$ cat src/rtl/word_arbiter_2to1_pkg.sv
// Shared types for the two-requester word arbiter.
// State encoding and requester IDs.
package word_arbiter_2to1_pkg;

    typedef enum logic {
        IDLE = 1'b0,
        FULL = 1'b1
    } state_t;

    localparam logic SRC_A = 1'b0;
    localparam logic SRC_B = 1'b1;

endpackage

$ cat src/rtl/word_arbiter_2to1_mux.sv
// 32-bit two-input select feeding the arbiter's output register.
// sel=0 picks inA, sel=1 picks inB.
module Mux32Bit2To1 (
    input  logic [31:0] inA,
    input  logic [31:0] inB,
    input  logic        sel,
    output logic [31:0] out
);

    assign out = sel ? inB : inA;

endmodule

$ cat src/rtl/word_arbiter_2to1.sv
// Round-robin 2:1 word arbiter with a single registered output slot.
// Readies are combinational; out_* come straight from registers.
module word_arbiter_2to1
    import word_arbiter_2to1_pkg::*;
#(
    parameter logic FIRST_PRIO = 1'b0
) (
    input  logic        Clk,
    input  logic        Reset,
    input  logic        a_valid,
    input  logic [31:0] a_data,
    output logic        a_ready,
    input  logic        b_valid,
    input  logic [31:0] b_data,
    output logic        b_ready,
    output logic        out_valid,
    output logic [31:0] out_data,
    input  logic        out_ready,
    output logic        out_src
);

    state_t      state;
    logic        last_grant;
    logic        winner;
    logic        load_en;
    logic        hs;
    logic [31:0] mux_data;

    always_comb begin
        winner = SRC_A;
        unique case ({a_valid, b_valid})
            2'b10:   winner = SRC_A;
            2'b01:   winner = SRC_B;
            2'b11:   winner = ~last_grant;
            default: winner = SRC_A;
        endcase
    end

    // Reset gates the readies so nothing handshakes while held in reset.
    assign load_en = Reset & ((state == IDLE) | out_ready);
    assign a_ready = load_en & a_valid & (winner == SRC_A);
    assign b_ready = load_en & b_valid & (winner == SRC_B);
    assign hs      = a_ready | b_ready;

    Mux32Bit2To1 u_mux (
        .inA (a_data),
        .inB (b_data),
        .sel (winner),
        .out (mux_data)
    );

    always_ff @(posedge Clk) begin
        if (!Reset) begin
            state      <= IDLE;
            out_data   <= 32'h0;
            out_src    <= SRC_A;
            last_grant <= ~FIRST_PRIO;
        end else if (load_en) begin
            if (hs) begin
                state      <= FULL;
                out_data   <= mux_data;
                out_src    <= winner;
                last_grant <= winner;
            end else begin
                state <= IDLE;
            end
        end
    end

    assign out_valid = (state == FULL);

endmodule

$ cat config.mk
export PLATFORM = sky130hd
export DESIGN_NAME = word_arbiter_2to1
export DESIGN_NICKNAME = d
export VERILOG_FILES = /design/src/rtl/word_arbiter_2to1_pkg.sv /design/src/rtl/word_arbiter_2to1_mux.sv /design/src/rtl/word_arbiter_2to1.sv
export SDC_FILE = /design/constraint.sdc
export NUM_CORES = 1
export LEC_CHECK = 0
export ABC_AREA = 1
export CORE_AREA = 2 2 83 85
export CTS_CLUSTER_SIZE = 30
export DETAILED_ROUTE_END_ITERATION = 8
export DIE_AREA = 0 0 85 87
export SYNTH_ARGS = -nofsm -noshare
export SYNTH_HDL_FRONTEND = slang
export SYNTH_SLANG_ARGS = --single-unit
export TNS_END_PERCENT = 100
$ cat constraint.sdc
create_clock -name Clk -period 1.35 [get_ports Clk]
set_input_delay 0.27 -clock Clk [delete_from_list [all_inputs] [get_ports Clk]]
set_output_delay 0.27 -clock Clk [all_outputs]
set_load 0.01 [all_outputs]
After elaboration in Yosys (flattened, before gate mapping)
Cells that the tools add are included.

Bits in registers: 35. Bits of input ports: 69. Logic and storage cells: 20.

Reduce and logical (&&, ||, !) cells: 1. Eq/ne operators: 2. Bitwise operators: 10. Muxes and demuxes: 3.

Operators by type and width (number): two-way mux 32 bit (1); bitwise AND 1 bit (5); NOT 1 bit (3); == test 2 x 1 -> 1 bit (second input constant) (1); == test 2 bit (second input constant) (1); OR 1 bit (2); case mux 1 bit (2 select lines) (1); AND reduction 2 bit (1); two-way mux 1 bit (1).

Longest topological paths before layout
Depth after elaboration: 7. Depth in mapped cells: 8.

Modules after synthesis
From an unflattened synthesis, not the netlist that was laid out.

Cells, all modules: 328. Area total of the unflattened synthesis: 1970.6 sq um.

By module, submodules not included: word_arbiter_2to1 (cells an instance 224, instances 1, area an instance 1478.9 sq um); Mux32Bit2To1 (cells an instance 104, instances 1, area an instance 491.7 sq um).

Worst setup path before layout
OpenSTA, ideal clock, no wires.

Path kind: reg2out. From: reg state, in the netlist out_valid. To: out a_ready. Arrival: 1.053 ns. Data required time: 1.080 ns. Slack: 0.027 ns. Buffers on the path: 1. Cell stages (with the launch flop): 5. Cells stage by stage: dfxtp_1 -> nand2_1 -> nand3_1 -> clkbuf_1 -> nor2_1.

Word-level cells in the longest chain between the ends: 5.

RTL lines: start, declared (RTL line word_arbiter_2to1.sv:22) `state_t state;`; start signal, assigned (RTL line word_arbiter_2to1.sv:54) `state <= IDLE;`; start signal, assigned (RTL line word_arbiter_2to1.sv:60) `state <= FULL;`; start signal, assigned (RTL line word_arbiter_2to1.sv:65) `state <= IDLE;`; NOT 1 bit (RTL line word_arbiter_2to1.sv:40) `assign load_en = Reset & ((state == IDLE) | out_ready);`; OR 1 bit (RTL line word_arbiter_2to1.sv:40); bitwise AND 1 bit (RTL line word_arbiter_2to1.sv:40); bitwise AND 1 bit (2 in a row) (RTL line word_arbiter_2to1.sv:41) `assign a_ready = load_en & a_valid & (winner == SRC_A);`; end, declared (RTL line word_arbiter_2to1.sv:12) `output logic a_ready,`.

Every way passes these cells.

Worst setup path in the final report
Ends and elaborated chain as after synthesis.

==> results.sh <==
export IMPL_outcome="finished with violations"
export IMPL_failed_checks="negative setup slack"
export IMPL_dr_total_vias=2253
export IMPL_antenna_found_initial=0
export IMPL_io_pins=105
export IMPL_worst_r2r_cell_count=9
export IMPL_place_gp_congestion=0.8081
export IMPL_syn_avg_cell_area_um2=5.759
export IMPL_synthDominantCellAreaShare_pct=37.21
export IMPL_hold_ws_ns=0.4756
export IMPL_path_clk_slew_ns=0.07
export IMPL_ir_worst_vdd_mv=0.3314
export IMPL_fin_crit_sh_pct=102.7
export IMPL_synth_edf_count=0
export IMPL_maxSlewHeadroom_pct=74.96
export IMPL_grt_first_pass_wirelength_mm=9.563
export IMPL_critPathArrivalTime_ns=1.12
export IMPL_hold_path_class="reg2reg"
export IMPL_post_synth_most_frequent_cells="132 x nand2_1, 65 x nor2_1, 35 x dfxtp_1, 35 x inv_1, 35 x nand3_1"
export IMPL_synth_compound_area_share_pct=1.595
export IMPL_fin_crit_ns=1.386
export IMPL_cts_sinks=35
export IMPL_layout_drive_gt1_share_pct=14.93
export IMPL_yosys_area_share_simple_pct=49.24
export IMPL_cts_hold_buf=0
export IMPL_ys_seq_area_share_pct=37.21
export IMPL_die_width_um=85
export IMPL_synth_cell_types=14
export IMPL_p_sw_share_pct=29.06
export IMPL_cts_root_buf="clkbuf_8"
export IMPL_async_flop_share_pct=0
export IMPL_ys_ff_latch=35
export IMPL_synth_fa_ha_area_share_pct=0
export IMPL_synth_top_family_by_area="simple AND/OR/NAND/NOR gates"
export IMPL_maxSlewViolCount=0
export IMPL_seqPwrFrac_pct=39.6
export IMPL_syn_inst=327
export IMPL_crit_path_max_fanout=2
export IMPL_yosys_warnings=0
export IMPL_grt_usage_pct=16.16
export IMPL_endpoint_kind="output port"
export IMPL_antenna_cells=0
export IMPL_cts_buffers=5
export IMPL_vias_per_cell=4.316
export IMPL_ys_top_cells_by_area="dfxtp_1 37%, nand2_1 26%, nor2_1 13%, nand3_1 9.3%, inv_1 7.0%"
export IMPL_die_h_um=87
export IMPL_clkPwrFrac_pct=27.5
export IMPL_finalHoldViolations=0
export IMPL_synth_xor_area_share_pct=0
export IMPL_post_place_ws_ns=-0.5928
export IMPL_p_leak_nw=1.775
export IMPL_cts_buffer_depth=2
export IMPL_setup_slack_ns=-0.03626
export IMPL_grt_pass1_vias=2097
export IMPL_synth_most_common_cell="nand2_1"
export IMPL_power_density_nw_per_um2=886.8
export IMPL_start_util_pct=28.67
export IMPL_place_hpwl_mm=3.971
export IMPL_htreeDepth=2
export IMPL_synth_fp_nets=396
export IMPL_drtAntennaViolNets=0
export IMPL_drt_iter0_markers=81
export IMPL_core_um2=6569
export IMPL_skew_ns=0.001988
export IMPL_max_clock_freq_mhz=721.4
export IMPL_fill_cells=704
export IMPL_p_int_mw=2.110
export IMPL_routed_wirelength_mm=6.015
export IMPL_cp_required_ns=1.08
export IMPL_dr_pass1_iters=4
export IMPL_grt_overflow_total=0
export IMPL_switchingPower_uw=864.5
export IMPL_crit_path_end="a_ready"
export IMPL_p_comb_share_pct=32.9
export IMPL_drcViolationCount=0
export IMPL_final_core_util_pct=51.07
export IMPL_portBuffers=104
export IMPL_area_delta_synth_final_pct=78.14
export IMPL_insertion_delay_ns=0.28
export IMPL_die_area_um2=7395
export IMPL_muxShareOfSynthArea_pct=0
export IMPL_cts_tree="yes"
export IMPL_grt_setup_unrepaired="yes"
export IMPL_tightestPinTransition_ns=0.3756
export IMPL_syn_cell_area_um2=1883
export IMPL_finalNetCount=510
export IMPL_finalSetupViolations=7
export IMPL_rows=30
export IMPL_worstSetupPathType="reg2out"
export IMPL_wl_per_cell_um=11.52
export IMPL_reg2reg_slack_ns=-0.02
export IMPL_synth_top_area_cell="dfxtp_1"
export IMPL_cap_viol_max_count=0
export IMPL_grt_max_degree=35
export IMPL_worstSetupStartpointType="flip-flop"
export IMPL_crit_reg2reg_launch="last_grant$_SDFFE_PN1P_"
export IMPL_synthFlopType="dfxtp_1"
export IMPL_crit_start="out_valid$_SDFFE_PN0P_"
export IMPL_regToRegEndpoint="out_data[9]$_SDFFE_PN0P_"
[layer usage]
layer | global-route usage, % | share of wire (%) | vias up
met5 | 0 | 0 | -
met4 | 3.752 | 0.81 | 0
met3 | 6.730 | 9.5 | 5
met2 | 27.98 | 46 | 76
met1 | 18.60 | 43 | 979
li1 | - | - | 1193
[flip-flops by register name, indices dropped and copies added, names as in the netlist]
| name | count |
|---|---|
| last_grant | 1 |
| out_data | 32 |
| out_src | 1 |
| out_valid | 1 |
[cells by family after synthesis]
logic type | Yosys count
and+or+nand+nor | 234
buffers and inverters | 55
DFF | 35
AOI/OAI and AO/OA | 3
[layout make-up]
type                            instances  area (um^2)  share of cell area [%]
Clock buffer                            8        100.1                   2.984
Multi-Input combinational cell        237         1066                   31.78
Sequential cell                        35        703.2                   20.96
Timing Repair Buffer                  126         1247                   37.19
Tap cell                               80        100.1                   2.984
Inverter                               36        137.6                   4.103
[cell usage in the layout (no fill, tap or decap), types with 2 or more instances in the layout]
cell type,synthesis,routed
inv_1,35,33
nand2_1,132,130
dfxtp_2,0,2
buf_4,2,13
dlygate4sd2_1,0,38
a21oi_2,1,2
inv_2,1,2
nor2_1,65,43
nor2_2,0,17
buf_6,0,5
nand3_1,35,34
buf_16,0,2
clkbuf_8,0,7
clkdlybuf4s50_1,0,64
buf_12,0,3
nor2_4,0,5
nand2_4,0,3
dfxtp_1,35,33
[worst min-delay path by stage]
stage | startpoint | end | slack (ns) | cells past startpoint
finish | out_src$_SDFFE_PN0P_ | out_src$_SDFFE_PN0P_ | 0.48 | 2
global route | out_ready | out_valid$_SDFFE_PN0P_ | 0.49 | 5
CTS | last_grant$_SDFFE_PN1P_ | last_grant$_SDFFE_PN1P_ | 0.47 | 2
global placement | out_src$_SDFFE_PN0P_ | out_src$_SDFFE_PN0P_ | 0.46 | 2
floorplan | last_grant$_SDFFE_PN1P_ | last_grant$_SDFFE_PN1P_ | 0.43 | 2
detailed placement | out_src$_SDFFE_PN0P_ | out_src$_SDFFE_PN0P_ | 0.47 | 2
[power by group through the flow]
stage / Sequential [mW] / Combinational, mW / Clock [mW]
6_report: 1.18 / 0.980 / 0.817
3_3_place_gp: 1.20 / 0.925 / 0
5_1_grt: 1.19 / 1.09 / 0.905
3_5_place_dp: 1.20 / 0.932 / 0
2_1_floorplan: 1.25 / 0.377 / 0
4_1_cts: 1.18 / 0.980 / 0.858
[per-stage QoR]
stage                     setup TNS (ns)  instance area (um^2)  cells  power [mW]
after floorplan                        0                  1883    327       1.624
after global placement            -14.37                  3057    505       2.125
after detailed placement          -15.68                  3057    505       2.136
after CTS                        -0.5093                  3328    525       3.016
after global routing              -1.302                  3354    522       3.180
final                           -0.08998                  3354    522       2.975
[critical path, stage by stage, from the launching register on]
cell     delay, ns
dfxtp_2       0.33
buf_4         0.14
nand2_4       0.07
nand3_2       0.07
nor2_2        0.09
buf_2         0.13
[what timing repair did]
action,in CTS,in global routing
cloned,3,0
setup endpoints to repair,69,35
setup buffers,12,1
pin swaps,8,16
resized for setup,69,27
No activity file was read; power rests on OpenSTA's default activity.
